**config.mk**
```make
export PLATFORM = sky130hd
export DESIGN_NAME = tron_match_ctrl
export DESIGN_NICKNAME = d
export VERILOG_FILES = /design/src/rtl/tron_pkg.sv /design/src/rtl/tron_tick_gen.sv /design/src/rtl/tron_match_ctrl.sv
export SDC_FILE = /design/constraint.sdc
export NUM_CORES = 1
export LEC_CHECK = 0
export CAP_MARGIN = 20
export CORE_MARGIN = 2
export CORE_UTILIZATION = 58
export DETAILED_ROUTE_END_ITERATION = 16
export GPL_TIMING_DRIVEN = 0
export MAX_ROUTING_LAYER = met4
export PLACE_DENSITY_LB_ADDON = 0.1
export SLEW_MARGIN = 0
export SYNTH_ARGS = -nofsm -noshare
export SYNTH_HDL_FRONTEND = slang
export SYNTH_SLANG_ARGS = --single-unit
```
**constraint.sdc**
```tcl
create_clock -name Clk -period 3.1 [get_ports Clk]
set_clock_uncertainty 0.15 [all_clocks]
set_input_delay 0.62 -clock Clk [delete_from_list [all_inputs] [get_ports Clk]]
set_output_delay 0.62 -clock Clk [all_outputs]
set_load 0.01 [all_outputs]
```
**src/rtl/tron_pkg.sv**
```systemverilog
// Shared encodings for the Tron match sequencer: FSM states, winner codes, BCD digit type.
// Pure declarations; no timing or flow-control behaviour.
package tron_pkg;

   localparam int DIGIT_W = 4;

   typedef logic [DIGIT_W-1:0] digit_t;

   typedef enum logic [2:0] {
      ST_IDLE       = 3'b000,
      ST_COUNTDOWN  = 3'b001,
      ST_PLAY       = 3'b010,
      ST_ROUND_OVER = 3'b011,
      ST_MATCH_OVER = 3'b100
   } state_t;

   typedef enum logic [1:0] {
      WIN_NONE = 2'b00,
      WIN_P1   = 2'b01,
      WIN_P2   = 2'b10,
      WIN_DRAW = 2'b11
   } winner_t;

endpackage

```
**src/rtl/tron_tick_gen.sv**
```systemverilog
// Game-step tick: Tick is high while the free-running count sits at TICK_DIV-1.
// Count is zeroed by Clr or while En is low; no backpressure.
module tron_tick_gen #(
   parameter int TICK_DIV = 5_000_000
) (
   input  logic Clk,
   input  logic Reset,
   input  logic Clr,
   input  logic En,
   output logic Tick
);

   localparam int CNT_W = $clog2(TICK_DIV);
   localparam logic [CNT_W-1:0] CNT_LAST = CNT_W'(TICK_DIV - 1);

   logic [CNT_W-1:0] tick_cnt;

   always_ff @(posedge Clk or posedge Reset) begin
      if (Reset) begin
         tick_cnt <= '0;
      end else if (Clr || !En) begin
         tick_cnt <= '0;
      end else if (tick_cnt == CNT_LAST) begin
         tick_cnt <= '0;
      end else begin
         tick_cnt <= tick_cnt + CNT_W'(1);
      end
   end

   // Not gated by Clr: Clr is derived from this tick, gating would form a loop.
   assign Tick = En && (tick_cnt == CNT_LAST);

endmodule

```
**src/rtl/tron_match_ctrl.sv**
```systemverilog
// Tron match/round sequencer: countdown, move pacing, crash scoring, match winner.
// All outputs registered (1-cycle from inputs); Start/crash are single-cycle events, no backpressure.
module tron_match_ctrl
   import tron_pkg::*;
#(
   parameter int TICK_DIV        = 5_000_000,
   parameter int COUNTDOWN_STEPS = 3,
   parameter int WIN_SCORE       = 5,
   parameter int HOLD_TICKS      = 40
) (
   input  logic       Clk,
   input  logic       Reset,
   input  logic       Start,
   input  logic       Crash_P1,
   input  logic       Crash_P2,
   output logic       Move_En,
   output logic       Arena_Clr,
   output logic [3:0] P1_Score,
   output logic [3:0] P2_Score,
   output logic [3:0] Countdown,
   output logic [1:0] Winner,
   output logic [2:0] State
);

   if (TICK_DIV < 2) begin : g_bad_tick_div
      $error("TICK_DIV must be at least 2");
   end
   if (COUNTDOWN_STEPS < 1 || COUNTDOWN_STEPS > 9) begin : g_bad_countdown
      $error("COUNTDOWN_STEPS must be 1..9");
   end
   if (WIN_SCORE < 1 || WIN_SCORE > 9) begin : g_bad_win_score
      $error("WIN_SCORE must be 1..9");
   end
   if (HOLD_TICKS < 1) begin : g_bad_hold
      $error("HOLD_TICKS must be at least 1");
   end

   localparam int HOLD_W = $clog2(HOLD_TICKS + 1);
   localparam logic [HOLD_W-1:0] HOLD_LAST = HOLD_W'(HOLD_TICKS - 1);
   localparam digit_t CD_LOAD = digit_t'(COUNTDOWN_STEPS);
   localparam digit_t WIN_DIG = digit_t'(WIN_SCORE);

   state_t            state_q, state_d;
   winner_t           winner_q, winner_d;
   digit_t            p1_q, p1_d, p2_q, p2_d, cd_q, cd_d;
   digit_t            p1_inc, p2_inc;
   logic [HOLD_W-1:0] hold_q, hold_d;
   logic              move_en_q, move_en_d;
   logic              arena_clr_q, to_countdown;
   logic              tick, tick_en, tick_clr;

   assign p1_inc   = p1_q + digit_t'(1);
   assign p2_inc   = p2_q + digit_t'(1);
   assign tick_en  = (state_q == ST_COUNTDOWN) || (state_q == ST_PLAY) ||
                     (state_q == ST_ROUND_OVER);
   assign tick_clr = (state_d != state_q);

   tron_tick_gen #(
      .TICK_DIV (TICK_DIV)
   ) u_tick_gen (
      .Clk   (Clk),
      .Reset (Reset),
      .Clr   (tick_clr),
      .En    (tick_en),
      .Tick  (tick)
   );

   always_comb begin
      state_d      = state_q;
      winner_d     = winner_q;
      p1_d         = p1_q;
      p2_d         = p2_q;
      cd_d         = cd_q;
      hold_d       = hold_q;
      move_en_d    = 1'b0;
      to_countdown = 1'b0;

      case (state_q)
         ST_IDLE: begin
            p1_d     = '0;
            p2_d     = '0;
            winner_d = WIN_NONE;
            if (Start) begin
               state_d      = ST_COUNTDOWN;
               to_countdown = 1'b1;
            end
         end
         ST_COUNTDOWN: begin
            if (tick) begin
               if (cd_q == digit_t'(1)) begin
                  state_d = ST_PLAY;
                  cd_d    = '0;
               end else begin
                  cd_d = cd_q - digit_t'(1);
               end
            end
         end
         ST_PLAY: begin
            // A crash takes priority over a coincident tick: no step is issued.
            if (Crash_P1 && Crash_P2) begin
               winner_d = WIN_DRAW;
               state_d  = ST_ROUND_OVER;
            end else if (Crash_P1) begin
               p2_d     = p2_inc;
               winner_d = WIN_P2;
               state_d  = (p2_inc == WIN_DIG) ? ST_MATCH_OVER : ST_ROUND_OVER;
            end else if (Crash_P2) begin
               p1_d     = p1_inc;
               winner_d = WIN_P1;
               state_d  = (p1_inc == WIN_DIG) ? ST_MATCH_OVER : ST_ROUND_OVER;
            end else begin
               move_en_d = tick;
            end
         end
         ST_ROUND_OVER: begin
            if (tick) begin
               hold_d = hold_q + HOLD_W'(1);
            end
            if (Start || (tick && hold_q == HOLD_LAST)) begin
               state_d      = ST_COUNTDOWN;
               to_countdown = 1'b1;
               winner_d     = WIN_NONE;
            end
         end
         ST_MATCH_OVER: begin
            if (Start) begin
               state_d  = ST_IDLE;
               p1_d     = '0;
               p2_d     = '0;
               winner_d = WIN_NONE;
            end
         end
         default: begin
            state_d = ST_IDLE;
         end
      endcase

      if (to_countdown) begin
         cd_d = CD_LOAD;
      end
      if (state_d != state_q) begin
         hold_d = '0;
      end
   end

   always_ff @(posedge Clk or posedge Reset) begin
      if (Reset) begin
         state_q     <= ST_IDLE;
         winner_q    <= WIN_NONE;
         p1_q        <= '0;
         p2_q        <= '0;
         cd_q        <= '0;
         hold_q      <= '0;
         move_en_q   <= 1'b0;
         arena_clr_q <= 1'b0;
      end else begin
         state_q     <= state_d;
         winner_q    <= winner_d;
         p1_q        <= p1_d;
         p2_q        <= p2_d;
         cd_q        <= cd_d;
         hold_q      <= hold_d;
         move_en_q   <= move_en_d;
         arena_clr_q <= to_countdown;
      end
   end

   assign Move_En   = move_en_q;
   assign Arena_Clr = arena_clr_q;
   assign P1_Score  = p1_q;
   assign P2_Score  = p2_q;
   assign Countdown = cd_q;
   assign Winner    = winner_q;
   assign State     = state_q;

endmodule

```
==> results_dict.tcl <==
set metrics [dict create \
    layout-drive-gt1-share_pct 8.70 \
    drtIter0Drc 147 \
    ant_nets 0 \
    cts.sinks 48 \
    crit_start "Crash_P1" \
    comb_power_share_pct 17.5 \
    nFillCells 367 \
    grt_use_total_pct 23.9 \
    post-cts-setup-buffers 0 \
    setup_tns_ns 0 \
    crit_fanout 10 \
    slowest_delay_ns 0.58 \
    finalCritPeriodShare_pct 89.5 \
    core_mm2 0.00466 \
    instances_no_fill 376 \
    hold_viol_final 0 \
    ioPinCount 24 \
    multi_input_area_mm2 0.00149 \
    p_seq_share_pct 51.0 \
    layout_min_cycle_time_ns 2.78 \
    synth_ff_type "dfrtp_1" \
    synth.largest_area_cell "dfrtp_1" \
    syn_to_final_growth_pct 15.9 \
    gp_congestion 0.844 \
    n_antenna_cell 0 \
    via_per_inst 6.00 \
    rsz0062_at_grt "false" \
    clk_pin_slew_worst_paths_ns 0.09 \
    initial_utilization_pct 59.2 \
    dp.final_hpwl_um 4150 \
    crit_chain "clkdlybuf4s50_1, or4b_1, a41o_1, a211oi_1, buf_2, nor3_1" \
    setup_viol 0 \
    wl_um 5740 \
    max_slew_margin_pct 55.0 \
    syn_area_mm2 0.00276 \
    yosysTopAreaCellShare_pct 43.5 \
    cts_buffers 5 \
    row_count 25 \
    timing.reg2reg.setup_slack_ns 0.37 \
    synth_area_leaders "dfrtp_1 44%, nor3_1 5.1%, xor2_1 5.1%, ha_1 3.6%, o21ai_0 3.3%" \
    power_mw 1.54 \
    critPathLaunchType "input pin" \
    switchingPower_mw 0.436 \
    vdd_drop_max_uv 318 \
    num-nets-final 334 \
    cts_tree "done" \
    grt_util_met1_pct 35.2 \
    critical_path_buf_inv_count 2 \
    critPathKind "input pin to register" \
    synth.distinct_cells 51 \
    die_area_mm2 0.00532 \
    slew_viol_final 0 \
    die_x_um 73.0 \
    fin_area_mm2 0.00320 \
    clockBufferDepth 2 \
    synth_edf_count 0 \
    worst_slew_pin_slew_ns 0.672 \
    grt_pass1_wl_um 9650 \
    clk_latency_ns 0.31 \
    portBuffers 23 \
    cp.required_ns 3.12 \
    htree_levels 2 \
    leakagePower_nw 1.38 \
    clock_power_share_pct 31.5 \
    cp_slowest_cell "or4b_1" \
    hold_start "Winner[1]" \
    first_pass_iters 6 \
    critPathArrivalTime_ns 2.80 \
    area.sequential_mm2 0.00120 \
    placed_cell_area_mm2 0.00308 \
    crit_family "buffers and inverters" \
    hold_class "register to register" \
    ys_warn_count 0 \
    syn-num-nets 303 \
    async_reset_ff_share_pct 100 \
    grt_busiest_layer "met1" \
    grt_max_degree 27 \
    overflow 0 \
    hold_buffers 0 \
    mostFrequentLayoutCells "48 x dfrtp_1, 28 x nor3_1, 23 x clkdlybuf4s50_1" \
    p_per_area_mw_per_mm2 480 \
    ys_seq_area_share_pct 43.5 \
    dieHeight_um 73.0 \
    cap_violations 0 \
    rr_startpoint "u_tick_gen.tick_cnt[15]" \
    drc_errors 0 \
    netSwitchingFraction_pct 28.4 \
    cts_root_buf "clkbuf_8" \
    mostFrequentLayoutCell "dfrtp_1" \
    p_int_mw 1.10 \
    avgSynthCellArea_um2 9.51 \
    synth-seq-cells 48 \
    hold_slack_ns 0.359 \
    grt_pass1_vias 1999 \
    max_freq_mhz 360 \
    grt_use_met2_pct 33.3 \
    antenna_found_initial 0 \
    ctsResizeCount 0 \
    wire_per_inst_um 15.3 \
    status "complete, no violations" \
    critPathCaptureType "register" \
    vias 2257 \
    grt_util_met3_pct 4.70 \
    synth_cells 290 \
    dp_cells 368 \
]
-- layout make-up --
cell class,instances,share of cell area (%)
Clock inverter,2,1.21
Tap cell,54,2.11
Buffer,9,1.13
Timing Repair Buffer,24,7.82
Multi-Input combinational cell,224,46.5
Inverter,9,1.06
Clock buffer,6,2.58
Sequential cell,48,37.6
-- through the flow --
| stage | setup slack (ns) | util, % |
|---|---|---|
| floorplan | 0.680 | - |
| global placement | 0.00357 | 65.6 |
| detailed placement | 0.00333 | 66.0 |
| CTS | 0.338 | 68.6 |
| global route | 0.184 | 68.6 |
| finish | 0.324 | 68.6 |
-- worst register-to-register path, cell delays in order (launching register included) --
cell      delay [ns]
dfrtp_1         0.46
nor4b_1         0.42
and3_1          0.23
clkbuf_1        0.35
nand4_1         0.22
a221oi_2        0.59
nor3_1          0.15
-- state kept, by name, indices dropped and copies added (netlist names), 2 cells and up --
register,count
P2_Score,4
Countdown,4
u_tick_gen.tick_cnt,23
State,3
Winner,2
P1_Score,4
hold_q,6
-- cell usage after synthesis (all sizes together), types with 3 or more instances --
library cell	n
nand4	11
nor4	5
nand2	22
o21ai	19
xor2	16
clkbuf	7
or4b	3
and3	8
a211oi	4
or3	6
nand3	16
nor2b	3
nor3	29
nor2	15
ha	8
and4	4
dfrtp	48
o21bai	3
xnor2	7
inv	9
nand2b	5
or2	4
a21oi	7
-- logic make-up (layout without fill, tap and decap cells) --
logic type	count (synthesis)	after routing	synth area share [%]
AND/OR/NAND/NOR	143	143	30.3
AO/OA/AOI/OAI	48	48	12.0
flip-flops	48	48	43.5
XOR/XNOR	23	23	7.30
buffers and inverters	18	50	2.54
adder cells (fa/ha/maj)	8	8	3.63
multiplexers	2	2	0.726
-- power by group through the flow --
stage | Sequential, mW | Combinational, mW | Clock (mW)
after detailed placement | 0.792 | 0.270 | 0
final | 0.783 | 0.269 | 0.483
after global placement | 0.791 | 0.260 | 0
after global routing | 0.793 | 0.306 | 0.522
after floorplan | 0.784 | 0.173 | 0
after CTS | 0.780 | 0.274 | 0.492
-- worst paths after layout --
path,end,depth (start not counted)
worst min-delay path,Winner[1],1
min in group asynchronous,u_tick_gen.tick_cnt[17],2
worst max-delay path,u_tick_gen.tick_cnt[13],6
worst max register to register,hold_q[0],6
worst min register to register,Winner[1],1
max in group asynchronous,hold_q[2],3
-- routing by layer --
layer	up-vias	routed length (um)
met1	1071	2930
li1	1133	-
met4	0	99
met2	42	2560
met3	11	150
met5	-	0
No activity file was read; power rests on OpenSTA's default activity.
